### src/rtl/microwave_timer.sv
// BCD MM:SS countdown timer for the microwave controller.
// Optional MICROWAVE_TIMER_BEEP_EN adds a 3-tick beep when a countdown reaches 00:00.
module microwave_timer #(
  parameter int DIGITS_MAX = 9
) (
  input  logic       clk,
  input  logic       rstn,
  input  logic       tick_1hz,
  input  logic       key_valid,
  input  logic [3:0] key_digit,
  input  logic       clearn,
  input  logic       mag_on,
  output logic [3:0] min_tens,
  output logic [3:0] min_ones,
  output logic [3:0] sec_tens,
  output logic [3:0] sec_ones,
  output logic       timer_done,
`ifdef MICROWAVE_TIMER_BEEP_EN
  output logic       beep,
`endif
  output logic       finished
);

  typedef enum logic [1:0] {IDLE, SET, RUN, DONE} state_e;

  localparam logic [3:0] KMAX = 4'(DIGITS_MAX);

  state_e          state_q, state_d;
  // Digit 3 = min_tens ... digit 0 = sec_ones.
  logic [3:0][3:0] dig_q, dig_d, dec;
  logic            key_acc;

  assign key_acc = key_valid && (key_digit <= KMAX) && (state_q != RUN);

  // One-second BCD decrement; seconds borrow reloads 59 so 0:99 style entries still count down.
  always_comb begin
    dec = dig_q;
    if (dig_q[0] != 4'd0) begin
      dec[0] = dig_q[0] - 4'd1;
    end else if (dig_q[1] != 4'd0) begin
      dec[0] = 4'd9;
      dec[1] = dig_q[1] - 4'd1;
    end else if (dig_q[3:2] != '0) begin
      dec[0] = 4'd9;
      dec[1] = 4'd5;
      if (dig_q[2] != 4'd0) begin
        dec[2] = dig_q[2] - 4'd1;
      end else begin
        dec[2] = 4'd9;
        dec[3] = dig_q[3] - 4'd1;
      end
    end
  end

  always_comb begin
    state_d = state_q;
    dig_d   = dig_q;
    if (!clearn) begin
      state_d = IDLE;
      dig_d   = '0;
    end else if (state_q == RUN) begin
      if (tick_1hz) begin
        dig_d = dec;
        if (dec == '0)   state_d = DONE;
        else if (!mag_on) state_d = SET;
      end else if (!mag_on) begin
        state_d = SET;
      end
    end else if (key_acc) begin
      dig_d   = {dig_q[2:0], key_digit};
      state_d = ({dig_q[2:0], key_digit} == 16'd0) ? IDLE : SET;
    end else if (state_q == SET && mag_on) begin
      state_d = RUN;
    end
  end

  always_ff @(posedge clk or negedge rstn) begin
    if (!rstn) begin
      state_q <= IDLE;
      dig_q   <= '0;
    end else begin
      state_q <= state_d;
      dig_q   <= dig_d;
    end
  end

  assign {min_tens, min_ones, sec_tens, sec_ones} = dig_q;
  assign timer_done = (dig_q == '0);
  assign finished   = (state_q == DONE);

`ifdef MICROWAVE_TIMER_BEEP_EN
  logic       beep_q, beep_d;
  logic [1:0] bcnt_q, bcnt_d;

  // The tick that lands on 00:00 starts the beep; it is not one of the three counted.
  always_comb begin
    beep_d = beep_q;
    bcnt_d = bcnt_q;
    if (!clearn || key_acc) begin
      beep_d = 1'b0;
      bcnt_d = 2'd0;
    end else if (state_d == DONE && state_q != DONE) begin
      beep_d = 1'b1;
      bcnt_d = 2'd0;
    end else if (beep_q && tick_1hz) begin
      if (bcnt_q == 2'd2) begin
        beep_d = 1'b0;
        bcnt_d = 2'd0;
      end else begin
        bcnt_d = bcnt_q + 2'd1;
      end
    end
  end

  always_ff @(posedge clk or negedge rstn) begin
    if (!rstn) begin
      beep_q <= 1'b0;
      bcnt_q <= 2'd0;
    end else begin
      beep_q <= beep_d;
      bcnt_q <= bcnt_d;
    end
  end

  assign beep = beep_q;
`endif

endmodule

### config.mk
export PLATFORM = sky130hd
export DESIGN_NAME = microwave_timer
export DESIGN_NICKNAME = d
export VERILOG_FILES = /design/src/rtl/microwave_timer.sv
export SDC_FILE = /design/constraint.sdc
export NUM_CORES = 1
export LEC_CHECK = 0
export CAP_MARGIN = 20
export CORE_MARGIN = 5
export CORE_UTILIZATION = 25
export CTS_BUF_LIST = sky130_fd_sc_hd__clkbuf_8
export DETAILED_ROUTE_END_ITERATION = 6
export MAX_ROUTING_LAYER = met4
export PLACE_DENSITY = 0.55
export SYNTH_ARGS = -nofsm -noshare
export SYNTH_HDL_FRONTEND = slang
export SYNTH_SLANG_ARGS = --single-unit
### constraint.sdc
create_clock -name clk -period 4.03 [get_ports clk]
set_input_delay 0.6045 -clock clk [delete_from_list [all_inputs] [get_ports clk]]
set_output_delay 0.6045 -clock clk [all_outputs]
set_load 0.05 [all_outputs]
==> reports/metrics.cfg, run 1 <==
[outcome]
status=finished, final reports clean

[grt]
grt_pass1_vias=1474
antenna_found_initial=0
grt_overflow=0
grt_max_degree=21
grt_util_all_layers_pct=13.2
grt_pass1_wl_um=7880

[sta]
fin_crit_sh_pct=83.7
finalSetupTns_ps=0
max_freq_mhz=297
worstMarginPinSlew_ps=936
worst_clock_skew_ps=5.24
slew_violations=0
min_period_ps=3370
holdWs_ps=573
finalHoldViolations=0
slew_headroom_pct=37.4
rsz0062_at_grt=false
setup_viol=0

[synth]
synth-simple-area-share_pct=25.3
synthArstFlopShare_pct=100
synthAdderAreaFrac_pct=4.85
syn_area_per_cell_um2=7.97
seq_area_frac_synth_pct=29.1
synthCells=194
synth-seq-cells=18
synth_top_family_by_area=compound AO/OA/AOI/OAI gates
synth_xor_area_share_pct=0.566
synth_flop_cell=dfrtp_1
synth.net_count=210
yosysWarnings=0
synth_mux_area_share_pct=3.96
netlist_area_um2=1550
synthDistinctLibCells=49
synth-compound-area-share_pct=29.0
synth-edff-count=0

[critical_path]
startpoint=sec_ones[0]
timing.rr.start=sec_ones[0]
cp.required_ps=3430
worstPathArrival_ps=2770
rrSetupSlack_ps=1160
crit_end=timer_done
max_stage_delay_ps=840
worstSetupEndpointType=output pin
crit_chain=inv_1 -> ha_1 -> or3b_1 -> nor4_4 -> clkdlybuf4s50_1
cp_slowest_cell=clkdlybuf4s50_1
rr_worst_depth=8
startpoint_type=flop
critical_path_class=reg -> out
crit_fanout=8
r2r-end=state_q[0]

[routing]
drtIter0Drc=108
routed_via_density=5.33
drt-total-wl_um=4790
firstDrtPassIters=4
antenna_left=0
routedWlPerCell_um=16.6
drcViolationCount=0
via_count=1541

[cts]
cts_max_level=1
tritoncts=yes
clk_latency_ps=250
ctsResizeCount=0
clockBufferDepth=2
cts_hold_buf=0
clock_sinks=18
cts-root-buf=clkbuf_8
cts_buffers=3
clk_pin_slew_ps=80
cts_setup_buffers=0

[die]
row_count=28
dieHeight_um=88.7
start_util_pct=26.0
coreArea_um2=5960
io_pins=28
die-width_um=88.7
die_area_um2=7860

[layout]
diodes=0
num-nets-final=232
syn_to_final_growth_pct=22.9
final_cells=289
drive_above_1_share_pct=7.01
fin_util_pct=31.9
fill_cells=676

[place]
hpwl_um=3490
placed_cells=286
place.port_buffers=27
place.gp.congestion=0.902

[power_and_ir_drop]
ir_drop_mv=0.154
total_power_w=0.000643
power-per-cell-area_nw_per_um2=338
power.leakage_nw=0.733

[run]
maxCapViolCount=0

[min_path]
hold_path_class=reg -> reg
hold_depth=2

-- cells in the mapped netlist (all sizes together) (4+ instances only) --
| master | n | area (um2) |
|---|---|---|
| nand2 | 27 | 101 |
| buf | 5 | 42.5 |
| a22o | 8 | 70.1 |
| nor2 | 17 | 63.8 |
| nand3 | 4 | 20.0 |
| inv | 10 | 37.5 |
| a21oi | 7 | 35.0 |
| mux2i | 5 | 50.1 |
| o211ai | 7 | 52.6 |
| clkbuf | 8 | 31.3 |
| dfrtp | 18 | 450 |
| ha | 6 | 75.1 |
| nor3 | 4 | 20.0 |
| o21ai | 22 | 110 |
| a31oi | 5 | 31.3 |
| nor4 | 4 | 46.3 |
-- flip-flops by register name, indices dropped and copies added, names as in the netlist --
register,count
sec_tens,4
sec_ones,4
min_tens,4
state_q,2
min_ones,4
-- routing by layer --
layer | global-route usage [%] | routed length [um] | share of wire (%)
met1 | 19.4 | 2460 | 51
met3 | 2.05 | 158 | 3.3
met2 | 19.2 | 2160 | 45
met5 | - | 0 | 0
met4 | 2.34 | 18 | 0.38
-- stage by stage --
stage          worst slack, ps  cell area [um2]
6_report                   658             1900
3_5_place_dp               920             1860
5_1_grt                    540             1900
2_1_floorplan              860             1550
4_1_cts                    632             1900
3_3_place_gp               962             1860
-- critical path: cells and delay by family, from the launching register on --
kind / cells / cell delay (ps)
adders and majority gates: 1 / 230
buffers and inverters: 2 / 990
DFF: 1 / 460
and+or+nand+nor: 2 / 840
-- cells in the final DEF (no fill, tap or decap), drive strengths merged, types with 5 or more instances in the layout --
cell type,Yosys,final
dfrtp,18,18
ha,6,6
o21ai,22,22
clkdlybuf4s50,0,27
o211ai,7,7
a21oi,7,7
inv,10,10
a31oi,5,5
a22o,8,8
nor2,17,17
nand2,27,27
mux2i,5,5
-- how the worst min path moves through the flow --
stage | end | from | slack (ps)
after floorplan | min_ones[0] | rstn | 310
after global placement | min_tens[1] | min_tens[1] | 570
after detailed placement | min_tens[1] | min_tens[1] | 560
after CTS | min_tens[1] | min_tens[1] | 580
after global routing | sec_ones[1] | sec_ones[1] | 640
final | min_tens[1] | min_tens[1] | 570
-- cell type report --
cell class / count / area (um2) / area share [%]
clock buffers: 3 / 41.3 / 2.17
repair buffers: 30 / 293 / 15.4
well taps: 75 / 93.8 / 4.94
inverters: 10 / 37.5 / 1.97
flip-flops and latches: 18 / 450 / 23.7
multi-input cells: 153 / 985 / 51.8
-- power breakdown --
part / leakage (nW) / internal, W / switching (W)
registers: 0.243 / 0.000193 / 0.0000291
logic: 0.468 / 0.000111 / 0.000179
clock network: 0.0216 / 0.0000665 / 0.0000648
total: 0.733 / 0.000370 / 0.000273
-- logic make-up after synthesis --
kind of cell | count (synthesis)
simple gates | 73
compound gates | 67
buf+inv | 23
flops | 18
mux | 6
fa+ha+maj | 6
xor+xnor | 1
(Power assumes the default switching activity.)
==> run 2, diff against run 1 <==
- PLACE_DENSITY: 0.55 -> 0.57
- clock period: 4.03 -> 2.78 ns (I/O delays scaled with it)
==> reports/metrics.cfg, run 2 (synthesis results as in run 1) <==
[outcome]
status=finished, final reports clean

[sta]
slew_violations=0
finalSetupTns_ps=0
worstMarginPinSlew_ps=903
post-route-worst-setup-slack_ps=142
setup_viol=0
worst_clock_skew_ps=1.62
max_freq_mhz=379
rsz0062_at_grt=false
finalHoldViolations=0
min_period_ps=2640
slew_headroom_pct=39.6
fin_crit_sh_pct=94.9

[layout]
finalInstanceArea_um2=2050
final_cell_mix=27 x nand2_1, 26 x clkdlybuf4s50_1, 22 x o21ai_0, 17 x nor2_1, 13 x buf_4
final_cells=301
syn_to_final_growth_pct=32.4
num-nets-final=243
drive_above_1_share_pct=16.8
diodes=0
mostFrequentLayoutCell=nand2_1

[cts]
cts-root-buf=clkbuf_8
clk_pin_slew_ps=80
cts_setup_buffers=0
cts_max_level=1
clockBufferDepth=2
clk_latency_ps=270
cts_buffers=3
tritoncts=yes
clock_sinks=18

[critical_path]
worstPathArrival_ps=2220
cp.required_ps=2360
max_stage_delay_ps=540
crit_chain=inv_1 -> ha_1 -> or3b_1 -> nor4_4 -> buf_4 -> buf_12
critPathTopFamily=simple AND/OR/NAND/NOR gates
startpoint_type=flop
crit_fanout=8
cp_slowest_cell=or3b_1
rrSetupSlack_ps=210
worst-path-buf-inv=3
worstSetupEndpointType=output pin
critical_path_class=reg -> out

[routing]
drt-total-wl_um=4950
drtIter0Drc=95
wl_met1_um=2410
top_layer=met4
met2_wirelength_um=2240
firstDrtPassIters=4
via_count=1628
drcViolationCount=0
routedWlPerCell_um=16.5
dr_wl_met3_um=242
routed_via_density=5.41
antenna_left=0

[place]
place.gp.congestion=0.856
hpwl_um=3710
place.port_buffers=27
placed_cells=297
place_area_um2=1990
preCtsSetupSlack_ps=65.6

[power_and_ir_drop]
power-per-cell-area_nw_per_um2=499
p_sw_share_pct=41.2
comb_power_share_pct=46.8
power.leakage_nw=0.799
clkPwrFrac_pct=23.0
pwr-share-seq_pct=30.2
switchingPower_w=0.000421
ir_drop_mv=0.188
total_power_w=0.00102
intPower_w=0.000602

[grt]
grt_max_degree=20
grt_pass1_wl_um=8030
grt_overflow=0
antenna_found_initial=0
grt_util_all_layers_pct=13.7
grt_pass1_vias=1559

[die]
coreArea_um2=5960
die-width_um=88.7
start_util_pct=26.0
dieHeight_um=88.7
row_count=28
die_area_um2=7860
io_pins=28

[run]
maxCapViolCount=0

[min_path]
hold_path_class=reg -> reg

==> run 2: cell count changes in the layout (fill, tap and decap cells not counted), sizes merged <==
cell	delta
buf	+12
clkdlybuf4s50	-1
clkbuf	+1
==> run 2: per-layer routing <==
| layer | global-route usage, % | vias up |
|---|---|---|
| met5 | - | - |
| li1 | - | 782 |
| met2 | 19.8 | 53 |
| met4 | 6.04 | 0 |
| met1 | 18.4 | 788 |
| met3 | 2.51 | 5 |
==> run 2: tightest hold or removal path: cells and delay by family (launching register included) <==
| kind | cells | cell delay (ps) |
|---|---|---|
| DFF | 1 | 410 |
| AOI/OAI and AO/OA | 1 | 70 |
| and+or+nand+nor | 1 | 60 |
==> run 2: final timing paths <==
kind,startpoint,to,cells past startpoint
worst max-delay path,sec_ones[0],timer_done,6
worst min-delay path,min_tens[1],min_tens[1],2
worst max register to register,sec_ones[0],state_q[0],8
worst min register to register,min_tens[1],min_tens[1],2
max in group asynchronous,rstn,min_tens[0],1
min in group asynchronous,rstn,sec_tens[2],1
==> run 2: area by class of cell <==
type | instances | area [um2]
well taps | 75 | 93.8
clock buffers | 4 | 55.1
inverters | 10 | 40.0
flip-flops and latches | 18 | 459
fillers | 631 | 3910
multi-input cells | 153 | 1000
repair buffers | 41 | 398
==> run 2: timing repair <==
| action | CTS | global route |
|---|---|---|
| endpoints found under the setup margin | 0 | 4 |
| resized for setup | 0 | 1 |
| hold buffers | 0 | 0 |
==> run 2: through the flow <==
step           hold slack (ps)  util [%]
5_1_grt                    618      34.4
6_report                   575      34.4
4_1_cts                    583      34.3
3_5_place_dp               564      33.4
3_3_place_gp               551      33.4
2_1_floorplan              121         -
==> run 2: power by group through the flow <==
| stage | Combinational [W] | Sequential (W) | Clock (W) |
|---|---|---|---|
| after floorplan | 0.000258 | 0.000369 | 0 |
| after global placement | 0.000472 | 0.000314 | 0 |
| after detailed placement | 0.000474 | 0.000313 | 0 |
| after CTS | 0.000476 | 0.000308 | 0.000241 |
| after global routing | 0.000516 | 0.000312 | 0.000256 |
| final | 0.000478 | 0.000309 | 0.000235 |
==> run 3, diff against run 2 <==
- CTS_CLUSTER_SIZE: not set -> 8
- SKIP_CTS_REPAIR_TIMING: not set -> 1
==> results of run 3 <==
Final layout, timing and power as in run 2 (identical DEF).
